[config.mk]
export PLATFORM = sky130hd
export DESIGN_NAME = rv32_exec_datapath_flat
export DESIGN_NICKNAME = d
export VERILOG_FILES = /design/src/rtl/rv32_exec_datapath_pkg.sv /design/src/rtl/rv32_exec_datapath_if.sv /design/src/rtl/rv_regfile.sv /design/src/rtl/rv32_exec_datapath.sv /design/src/flat_wrapper.sv
export SDC_FILE = /design/constraint.sdc
export NUM_CORES = 2
export LEC_CHECK = 0
export CORE_MARGIN = 10
export CORE_UTILIZATION = 40
export DETAILED_ROUTE_END_ITERATION = 8
export PLACE_DENSITY_LB_ADDON = 0.05
export SETUP_SLACK_MARGIN = 0.15
export SLEW_MARGIN = 10
export SYNTH_ARGS = -nofsm -noshare
export SYNTH_HDL_FRONTEND = slang
export SYNTH_SLANG_ARGS = --single-unit
[constraint.sdc]
create_clock -name clk -period 6.8 [get_ports clk]
set_input_delay 1.36 -clock clk [delete_from_list [all_inputs] [get_ports clk]]
set_output_delay 1.36 -clock clk [all_outputs]
set_load 0.03 [all_outputs]
[src/rtl/rv32_exec_datapath_pkg.sv]
// rv32_exec_datapath_pkg
// Shared encodings between the multicycle core FSM and the execute datapath:
// instruction format codes (fmt) and ALU operation codes (ALU_ctr).
package rv32_exec_datapath_pkg;

  localparam int XLEN  = 32;
  localparam int NREGS = 32;

  typedef enum logic [3:0] {
    FMT_R  = 4'd0,
    FMT_I  = 4'd1,
    FMT_IL = 4'd2,
    FMT_IE = 4'd3,
    FMT_S  = 4'd4,
    FMT_B  = 4'd5,
    FMT_J  = 4'd6,
    FMT_JI = 4'd7,
    FMT_U  = 4'd8,
    FMT_UP = 4'd9
  } fmt_e;

  typedef enum logic [3:0] {
    ALU_ADD   = 4'd0,
    ALU_SUB   = 4'd1,
    ALU_SLL   = 4'd2,
    ALU_SLT   = 4'd3,
    ALU_SLTU  = 4'd4,
    ALU_XOR   = 4'd5,
    ALU_SRL   = 4'd6,
    ALU_SRA   = 4'd7,
    ALU_OR    = 4'd8,
    ALU_AND   = 4'd9,
    ALU_PASSA = 4'd10
  } alu_op_e;

endpackage

[src/rtl/rv32_exec_datapath_if.sv]
// rv32_exec_datapath_if
// Bundle between the core control FSM (master) and the execute datapath (slave).
//   master drives : rs1, rs2, w, data_in, we, funct3, funct7, fmt, ALU_srcA, ALU_srcB
//   slave drives  : data_out1, data_out2, ALU_ctr, ALU_resp, zero
interface rv32_exec_datapath_if;
  import rv32_exec_datapath_pkg::*;

  logic [4:0]      rs1;
  logic [4:0]      rs2;
  logic [4:0]      w;
  logic [XLEN-1:0] data_in;
  logic            we;
  logic [XLEN-1:0] data_out1;
  logic [XLEN-1:0] data_out2;
  logic [2:0]      funct3;
  logic [6:0]      funct7;
  logic [3:0]      fmt;
  logic [XLEN-1:0] ALU_srcA;
  logic [XLEN-1:0] ALU_srcB;
  logic [3:0]      ALU_ctr;
  logic [XLEN-1:0] ALU_resp;
  logic            zero;

  modport master (
    output rs1, rs2, w, data_in, we, funct3, funct7, fmt, ALU_srcA, ALU_srcB,
    input  data_out1, data_out2, ALU_ctr, ALU_resp, zero
  );

  modport slave (
    input  rs1, rs2, w, data_in, we, funct3, funct7, fmt, ALU_srcA, ALU_srcB,
    output data_out1, data_out2, ALU_ctr, ALU_resp, zero
  );

endinterface

[src/rtl/rv_regfile.sv]
// rv_regfile
// 32 x 32 register file, two asynchronous read ports, one synchronous write port.
//   i_clk, i_reset            : clock, synchronous active-high reset (clears all registers)
//   i_rs1, i_rs2              : read indices
//   o_data_out1, o_data_out2  : read data (x0 reads 0; 0 while reset is asserted)
//   i_w, i_data_in, i_we      : write index, data, enable (writes to x0 dropped)
module rv_regfile
  import rv32_exec_datapath_pkg::*;
(
  input  logic            i_clk,
  input  logic            i_reset,
  input  logic [4:0]      i_rs1,
  input  logic [4:0]      i_rs2,
  input  logic [4:0]      i_w,
  input  logic [XLEN-1:0] i_data_in,
  input  logic            i_we,
  output logic [XLEN-1:0] o_data_out1,
  output logic [XLEN-1:0] o_data_out2
);

  logic [XLEN-1:0] r_regs [NREGS];

  always_ff @(posedge i_clk) begin
    if (i_reset) begin
      for (int i = 0; i < NREGS; i++) begin
        r_regs[i] <= '0;
      end
    end else if (i_we && (i_w != 5'd0)) begin
      r_regs[i_w] <= i_data_in;
    end
  end

  // Reads see the pre-edge contents, so a same-cycle write is not forwarded.
  // Reset gates the read ports so the core sees zeros throughout reset.
  assign o_data_out1 = (i_reset || i_rs1 == 5'd0) ? '0 : r_regs[i_rs1];
  assign o_data_out2 = (i_reset || i_rs2 == 5'd0) ? '0 : r_regs[i_rs2];

endmodule

[src/rtl/rv32_exec_datapath.sv]
// rv32_exec_datapath
// Execute datapath of the multicycle RV32I core: register file, ALU-control
// decoder (combinational) and ALU with a one-cycle registered result.
//   clk, reset : clock, synchronous active-high reset
//   bus        : slave side of rv32_exec_datapath_if (register ports, funct/fmt
//                fields, ALU operands in; read data, ALU_ctr, ALU_resp, zero out)
module rv32_exec_datapath
  import rv32_exec_datapath_pkg::*;
(
  input  logic                 clk,
  input  logic                 reset,
  rv32_exec_datapath_if.slave  bus
);

  logic [XLEN-1:0] w_alu;
  alu_op_e         w_op;
  logic [XLEN-1:0] r_resp;
  logic            r_zero;
  logic            w_unused_funct7;

  rv_regfile u_regfile (
    .i_clk       (clk),
    .i_reset     (reset),
    .i_rs1       (bus.rs1),
    .i_rs2       (bus.rs2),
    .i_w         (bus.w),
    .i_data_in   (bus.data_in),
    .i_we        (bus.we),
    .o_data_out1 (bus.data_out1),
    .o_data_out2 (bus.data_out2)
  );

  // Only funct7[5] distinguishes ops in RV32I base.
  assign w_unused_funct7 = ^{bus.funct7[6], bus.funct7[4:0]};

  function automatic alu_op_e decode(input logic [3:0] f, input logic [2:0] f3,
                                     input logic f7b5);
    alu_op_e op;
    op = ALU_ADD;
    case (f)
      FMT_R, FMT_I: begin
        case (f3)
          // funct7[5] in I-type ADDI is immediate data, not a SUB select.
          3'd0: op = (f == FMT_R && f7b5) ? ALU_SUB : ALU_ADD;
          3'd1: op = ALU_SLL;
          3'd2: op = ALU_SLT;
          3'd3: op = ALU_SLTU;
          3'd4: op = ALU_XOR;
          3'd5: op = f7b5 ? ALU_SRA : ALU_SRL;
          3'd6: op = ALU_OR;
          default: op = ALU_AND;
        endcase
      end
      FMT_U:   op = ALU_PASSA;
      default: op = ALU_ADD;
    endcase
    return op;
  endfunction

  assign w_op        = decode(bus.fmt, bus.funct3, bus.funct7[5]);
  assign bus.ALU_ctr = w_op;

  always_comb begin
    w_alu = '0;
    case (w_op)
      ALU_ADD:   w_alu = bus.ALU_srcA + bus.ALU_srcB;
      ALU_SUB:   w_alu = bus.ALU_srcA - bus.ALU_srcB;
      ALU_SLL:   w_alu = bus.ALU_srcA << bus.ALU_srcB[4:0];
      ALU_SLT:   w_alu = {31'd0, $signed(bus.ALU_srcA) < $signed(bus.ALU_srcB)};
      ALU_SLTU:  w_alu = {31'd0, bus.ALU_srcA < bus.ALU_srcB};
      ALU_XOR:   w_alu = bus.ALU_srcA ^ bus.ALU_srcB;
      ALU_SRL:   w_alu = bus.ALU_srcA >> bus.ALU_srcB[4:0];
      ALU_SRA:   w_alu = $signed(bus.ALU_srcA) >>> bus.ALU_srcB[4:0];
      ALU_OR:    w_alu = bus.ALU_srcA | bus.ALU_srcB;
      ALU_AND:   w_alu = bus.ALU_srcA & bus.ALU_srcB;
      ALU_PASSA: w_alu = bus.ALU_srcA;
      default:   w_alu = '0;
    endcase
  end

  // Result is held one cycle so the FSM can zero the operands in its next state.
  always_ff @(posedge clk) begin
    if (reset) begin
      r_resp <= '0;
      r_zero <= 1'b1;
    end else begin
      r_resp <= w_alu;
      r_zero <= (w_alu == '0);
    end
  end

  assign bus.ALU_resp = r_resp;
  assign bus.zero     = r_zero;

endmodule

[src/flat_wrapper.sv]
// flat-port wrapper written by rule: the top's interface ports become plain ports
module rv32_exec_datapath_flat import rv32_exec_datapath_pkg::*;
  (clk, reset, bus_rs1, bus_rs2, bus_w, bus_data_in, bus_we, bus_funct3, bus_funct7, bus_fmt, bus_ALU_srcA, bus_ALU_srcB, bus_data_out1, bus_data_out2, bus_ALU_ctr, bus_ALU_resp, bus_zero);
  rv32_exec_datapath_if bus_i ();
  input  logic clk;
  input  logic reset;
  input wire logic [$bits(bus_i.rs1)-1:0] bus_rs1;
  input wire logic [$bits(bus_i.rs2)-1:0] bus_rs2;
  input wire logic [$bits(bus_i.w)-1:0] bus_w;
  input wire logic [$bits(bus_i.data_in)-1:0] bus_data_in;
  input wire logic [$bits(bus_i.we)-1:0] bus_we;
  input wire logic [$bits(bus_i.funct3)-1:0] bus_funct3;
  input wire logic [$bits(bus_i.funct7)-1:0] bus_funct7;
  input wire logic [$bits(bus_i.fmt)-1:0] bus_fmt;
  input wire logic [$bits(bus_i.ALU_srcA)-1:0] bus_ALU_srcA;
  input wire logic [$bits(bus_i.ALU_srcB)-1:0] bus_ALU_srcB;
  output wire logic [$bits(bus_i.data_out1)-1:0] bus_data_out1;
  output wire logic [$bits(bus_i.data_out2)-1:0] bus_data_out2;
  output wire logic [$bits(bus_i.ALU_ctr)-1:0] bus_ALU_ctr;
  output wire logic [$bits(bus_i.ALU_resp)-1:0] bus_ALU_resp;
  output wire logic [$bits(bus_i.zero)-1:0] bus_zero;
  assign bus_i.rs1 = bus_rs1;
  assign bus_i.rs2 = bus_rs2;
  assign bus_i.w = bus_w;
  assign bus_i.data_in = bus_data_in;
  assign bus_i.we = bus_we;
  assign bus_i.funct3 = bus_funct3;
  assign bus_i.funct7 = bus_funct7;
  assign bus_i.fmt = bus_fmt;
  assign bus_i.ALU_srcA = bus_ALU_srcA;
  assign bus_i.ALU_srcB = bus_ALU_srcB;
  assign bus_data_out1 = bus_i.data_out1;
  assign bus_data_out2 = bus_i.data_out2;
  assign bus_ALU_ctr = bus_i.ALU_ctr;
  assign bus_ALU_resp = bus_i.ALU_resp;
  assign bus_zero = bus_i.zero;
  rv32_exec_datapath u_core (.clk(clk), .reset(reset), .bus(bus_i));
endmodule
# Yosys cells after proc, flatten, opt, wreduce, memory -nomap -nowiden
# Memories as Yosys holds them, arrays and structs flattened.
# Cells that the tools add are included.
[word_totals]
ff_bits = 33
latch_bits = 0
output_inout_bits = 101
mem_bits_rw = 1024
rom_bits = 0
in_bits = 128
n_memories = 1
wordCells = 59
[mem_list]
columns = ["memory", "depth", "word_bits", "rd", "rd_clocked_by_memory_dff", "wr", "line", "source"]
rows = [
  ["u_core.u_regfile.r_regs", 32, 32, 2, 0, 32, "rv_regfile.sv:21", "logic [XLEN-1:0] r_regs [NREGS];"],
]
[op_classes]
n_mux = 15
div_mod_pow = 0
n_bitwise = 3
n_mul = 0
eq_ne = 18
addsub = 2
shift = 3
magnitude_cmp = 2
reduce_logical = 13
[ops]
columns = ["cell", "count"]
rows = [
  ["$pmux 32 s11", 1],
  ["$mux 32", 3],
  ["$lt 32x32->1", 2],
  ["$add 32x32->32", 1],
  ["$and 32x32->32", 1],
  ["$logic_not 32->1", 1],
  ["$or 32x32->32", 1],
  ["$reduce_or 32->1", 1],
  ["$shl 32x5->32", 1],
  ["$shr 32x5->32", 1],
  ["$sshr 32x5->32", 1],
  ["$sub 32x32->32", 1],
  ["$xor 32x32->32", 1],
  ["$pmux 4 s7", 1],
  ["$eq 4x3->1 const B", 4],
  ["$eq 4x4->1 const B", 4],
  ["$logic_not 5->1", 2],
  ["$eq 3x3->1 const B", 3],
  ["$eq 4x1->1 const B", 2],
  ["$eq 4x2->1 const B", 2],
  ["$logic_not 4->1", 2],
  ["$mux 1", 8],
  ["$pmux 4 s2", 1],
  ["$eq 3x2->1 const B", 2],
  ["7 further kinds", 9],
]

# Depth between registers and ports, before layout
[logic_depth]
depth_word = 8
ltp_mapped = 17
depth_no_buf = 14

# Hierarchy
# A second synthesis with hierarchy kept.
[hier_totals]
hier_cells = 5049
area_unflattened_um2 = 65386.5
[modules_own_cells]
columns = ["mod", "seq_area_each_um2", "area_each_um2", "instances", "cells_per_inst"]
rows = [
  ["rv_regfile", 30749.5, 54279.6, 1, 3488],
  ["rv32_exec_datapath", 660.6, 11106.9, 1, 1561],
]

# Least setup slack after synthesis
# No wires, ideal clock.
[synth_path]
path_kind = "input -> output"
from = "input bus_rs1[0]"
to = "output bus_data_out1[25]"
n_path_buf = 4
arrival_ns = 3.907
stages = 10
setup_slack_ns = 1.533
t_required_ns = 5.440
path_cell_list = "clkbuf_1 > clkbuf_1 > clkbuf_1 > clkbuf_1 > mux2i_1 > o21ai_0 > o22ai_1 > nor3_1 > a21oi_1 > nor2_1"
[synth_via]
elab_chain_cells = 3
word_cells_on_any_way = 4
cone_classes = "mux: 1; reduce/logical: 2; memory: 1"
[synth_lines]
columns = ["element", "line", "source"]
rows = [
  ["start, declared", "flat_wrapper.sv:7", "input wire logic [$bits(bus_i.rs1)-1:0] bus_rs1;"],
  ["parallel branches: the longest is 2 deep, another holds $mem_v2 32x32", "--", ""],
  ["$mux 32 (*)", "rv_regfile.sv:35", "assign o_data_out1 = (i_reset || i_rs1 == 5'd0) ? '0 : r_regs[i_rs1];"],
  ["end, declared", "flat_wrapper.sv:17", "output wire logic [$bits(bus_i.data_out1)-1:0] bus_data_out1;"],
]
# Every way passes the cells marked *.

# Final worst setup path
[layout_path]
from = "input bus_rs1[2]"
to = "output bus_data_out1[13]"
# The elaborated chain is that of the path after synthesis.

==> results.tsv <==
metric	value	unit
fmax	165	MHz
ctsHoldBuffers	0	
period_share	88.9	%
synth-adder-area-share	2.00	%
num_rows	149	
post_drt_via_cell_ratio	6.30	
overflow	0	
layout.nets	6148	
outcome	completed	
synthCells	5822	
slew_viol_final	0	
worst_slew_pin_slew	1.31	ns
slowest_delay	0.73	ns
setup_tns	0	ns
initial_core_util	40.2	%
die_h	427	um
grt_antenna_before_repair	24	
ys_ff_latch	1057	
synth.area.mux_share	19.3	%
io_buffers	222	
synth.area.top_cells	edfxtp_1 (46%), mux4_2 (10%), and2_1 (9.5%)	
drc_errors	0	
clkTransAtPathRegs	0.05	ns
yosys.area_share.simple	15.1	%
die_area	0.182	mm2
layout_commonest_cell	edfxtp_1	
cts_sinks	1057	
grt_pass1_vias	50600	
wl_per_cell	34.5	um
cp_slowest_cell	nor3_1	
cts_tree	done	
detail-route-antenna-nets	0	
synth-xor-area-share	0.198	%
yosysSeqAreaShare	47.4	%
area.growth.synth_to_final	15.2	%
async_flop_share	0	%
drt_wl_total	283000	um
drtIter0Drc	6177	
core-area	0.165	mm2
cts_resized	0	
grt_use_total	30.2	%
setup_slack	0.757	ns
fin_crit	6.04	ns
power_density	230	mW/mm2
syn_area	0.0663	mm2
end_kind	output port	
rsz0062_at_grt	false	
slew_headroom	12.5	%
io_pins	229	
hpwl	188000	um
pre_cts_slack	0.626	ns
drt_pre_antenna_iters	6	
drive_gt1_share	17.1	%
hp-class	primary input to flop	
ir_worst_vdd	0.224	mV
cp.required	5.44	ns
yosysTopAreaCellShare	46.4	%
die_w	427	um
yosysTopAreaCell	edfxtp_1	
synth_compound_area_share	12.1	%
synth_top_family_by_area	multiplexers	
synth.distinct_cells	98	
finalWeightedCongestion	0.991	
htreeDepth	3	
vias	51800	
grt_max_degree	95	
synth_edf_count	1024	
max_cap_viol_count	0	
grt_pass1_wl	393000	um
cts_root_buffer	clkbuf_16	
critPathLaunchType	primary input	
yosys_warnings	0	
post-cts-setup-buffer-count	0	
path_cells	buf_4 > or2_4 > o21ai_0 > o22ai_1 > nor3_1 > a21oi_1 > nor2_1 > clkdlybuf4s50_1	
synthFlopType	edfxtp_1	
leakage	27.5	nW
hold_viol	0	
finalSetupViolations	0	
final_cell_mix	edfxtp_1 (1024), and2_1 (1009), mux2i_1 (447), a21oi_1 (444), nor2_1 (304)	
arrival	4.68	ns
worstSetupPathType	primary input to output port	
fillCellCount	15000	
cts_made_buffers	121	
crit_fanout	33	
max-clock-path-buffers	3	
synth.avg_cell_area	11.4	um2
kinds of logic (layout without fill, tap and decap cells):
| kind of cell | count (synthesis) | after routing |
|---|---|---|
| buf+inv | 669 | 831 |
| fa+ha+maj | 105 | 105 |
| other cells | 1 | 42 |
| xor+xnor | 15 | 15 |
| mux | 888 | 888 |
| simple gates | 1817 | 1817 |
| compound gates | 1270 | 1270 |
| flops | 1057 | 1057 |
routing by layer:
metal  routed length (um)  vias to the layer above  track usage [%]
li1                     -                    22200                -
met1               117000                    26400             40.5
met2               132000                     2576             48.4
met3                20500                      563             4.46
met4                13700                        4             13.4
met5                   21                        -                0
state kept, by name, indices dropped and copies added, names as in the netlist:
register	flops
u_core.bus.ALU_resp	32
u_core.u_regfile.r_regs	1024
u_core.bus.zero	1
report_power, final:
| group | switching (mW) | total [mW] | internal, mW |
|---|---|---|---|
| Sequential | 0.174 | 7.69 | 7.51 |
| Combinational | 2.12 | 3.33 | 1.20 |
| Clock | 2.81 | 6.57 | 3.76 |
cell type report:
| type | instances | area [um2] | area share (%) |
|---|---|---|---|
| multi-input combinational | 4127 | 33100 | 43.3 |
| sequential | 1057 | 31400 | 41.1 |
| timing repair buffer | 512 | 4870 | 6.37 |
| clock buffer | 153 | 3230 | 4.23 |
| tap | 2189 | 2740 | 3.58 |
| clock inverter | 70 | 679 | 0.889 |
| inverter | 96 | 363 | 0.475 |
| antenna | 10 | 25.0 | 0.0327 |
worst paths after layout:
check                       from                            endpoint  slack (ns)  cells past startpoint
worst max-delay path  bus_rs1[2]                   bus_data_out1[13]        0.76                      8
worst min-delay path       reset  u_core.bus.ALU_resp[26]$_SDFF_PP0_        1.02                      2
worst max-delay path: cells and delay by family:
| family | cells | cell delay, ns |
|---|---|---|
| AOI/OAI and AO/OA | 3 | 0.84 |
| and+or+nand+nor | 3 | 1.42 |
| buffers and inverters | 2 | 0.96 |
synthesized netlist by cell type, drive strengths merged (10+ instances only):
cell,n
o211ai,31
dfxtp,33
and2,1010
nor3,124
clkbuf,470
a22oi,23
a21o,10
a21oi,444
nand2b,20
a211oi,25
o221ai,146
mux4,297
and3,18
nor2b,19
nand2,149
o31ai,14
mux2,144
a31oi,19
o21ai,258
nand3,38
o21bai,16
mux2i,447
a221o,12
inv,94
xnor2,13
ha,103
edfxtp,1024
nor2,339
a221oi,20
o22ai,144
nand4,27
nor4,18
buf,103
metrics by stage:
step	total power, mW	hold WS, ns	instance area [um2]	util [%]	cells
finish	17.6	1.02	76400	46.4	8214
global route	18.1	0.998	76400	46.4	8209
CTS	17.6	0.972	76400	46.4	8204
detailed placement	11.1	1.73	72500	44.0	7981
global placement	11.1	1.73	72500	44.0	7980
floorplan	9.68	1.56	66400	-	5853
Note: power is estimated with default switching activity, not from simulation.
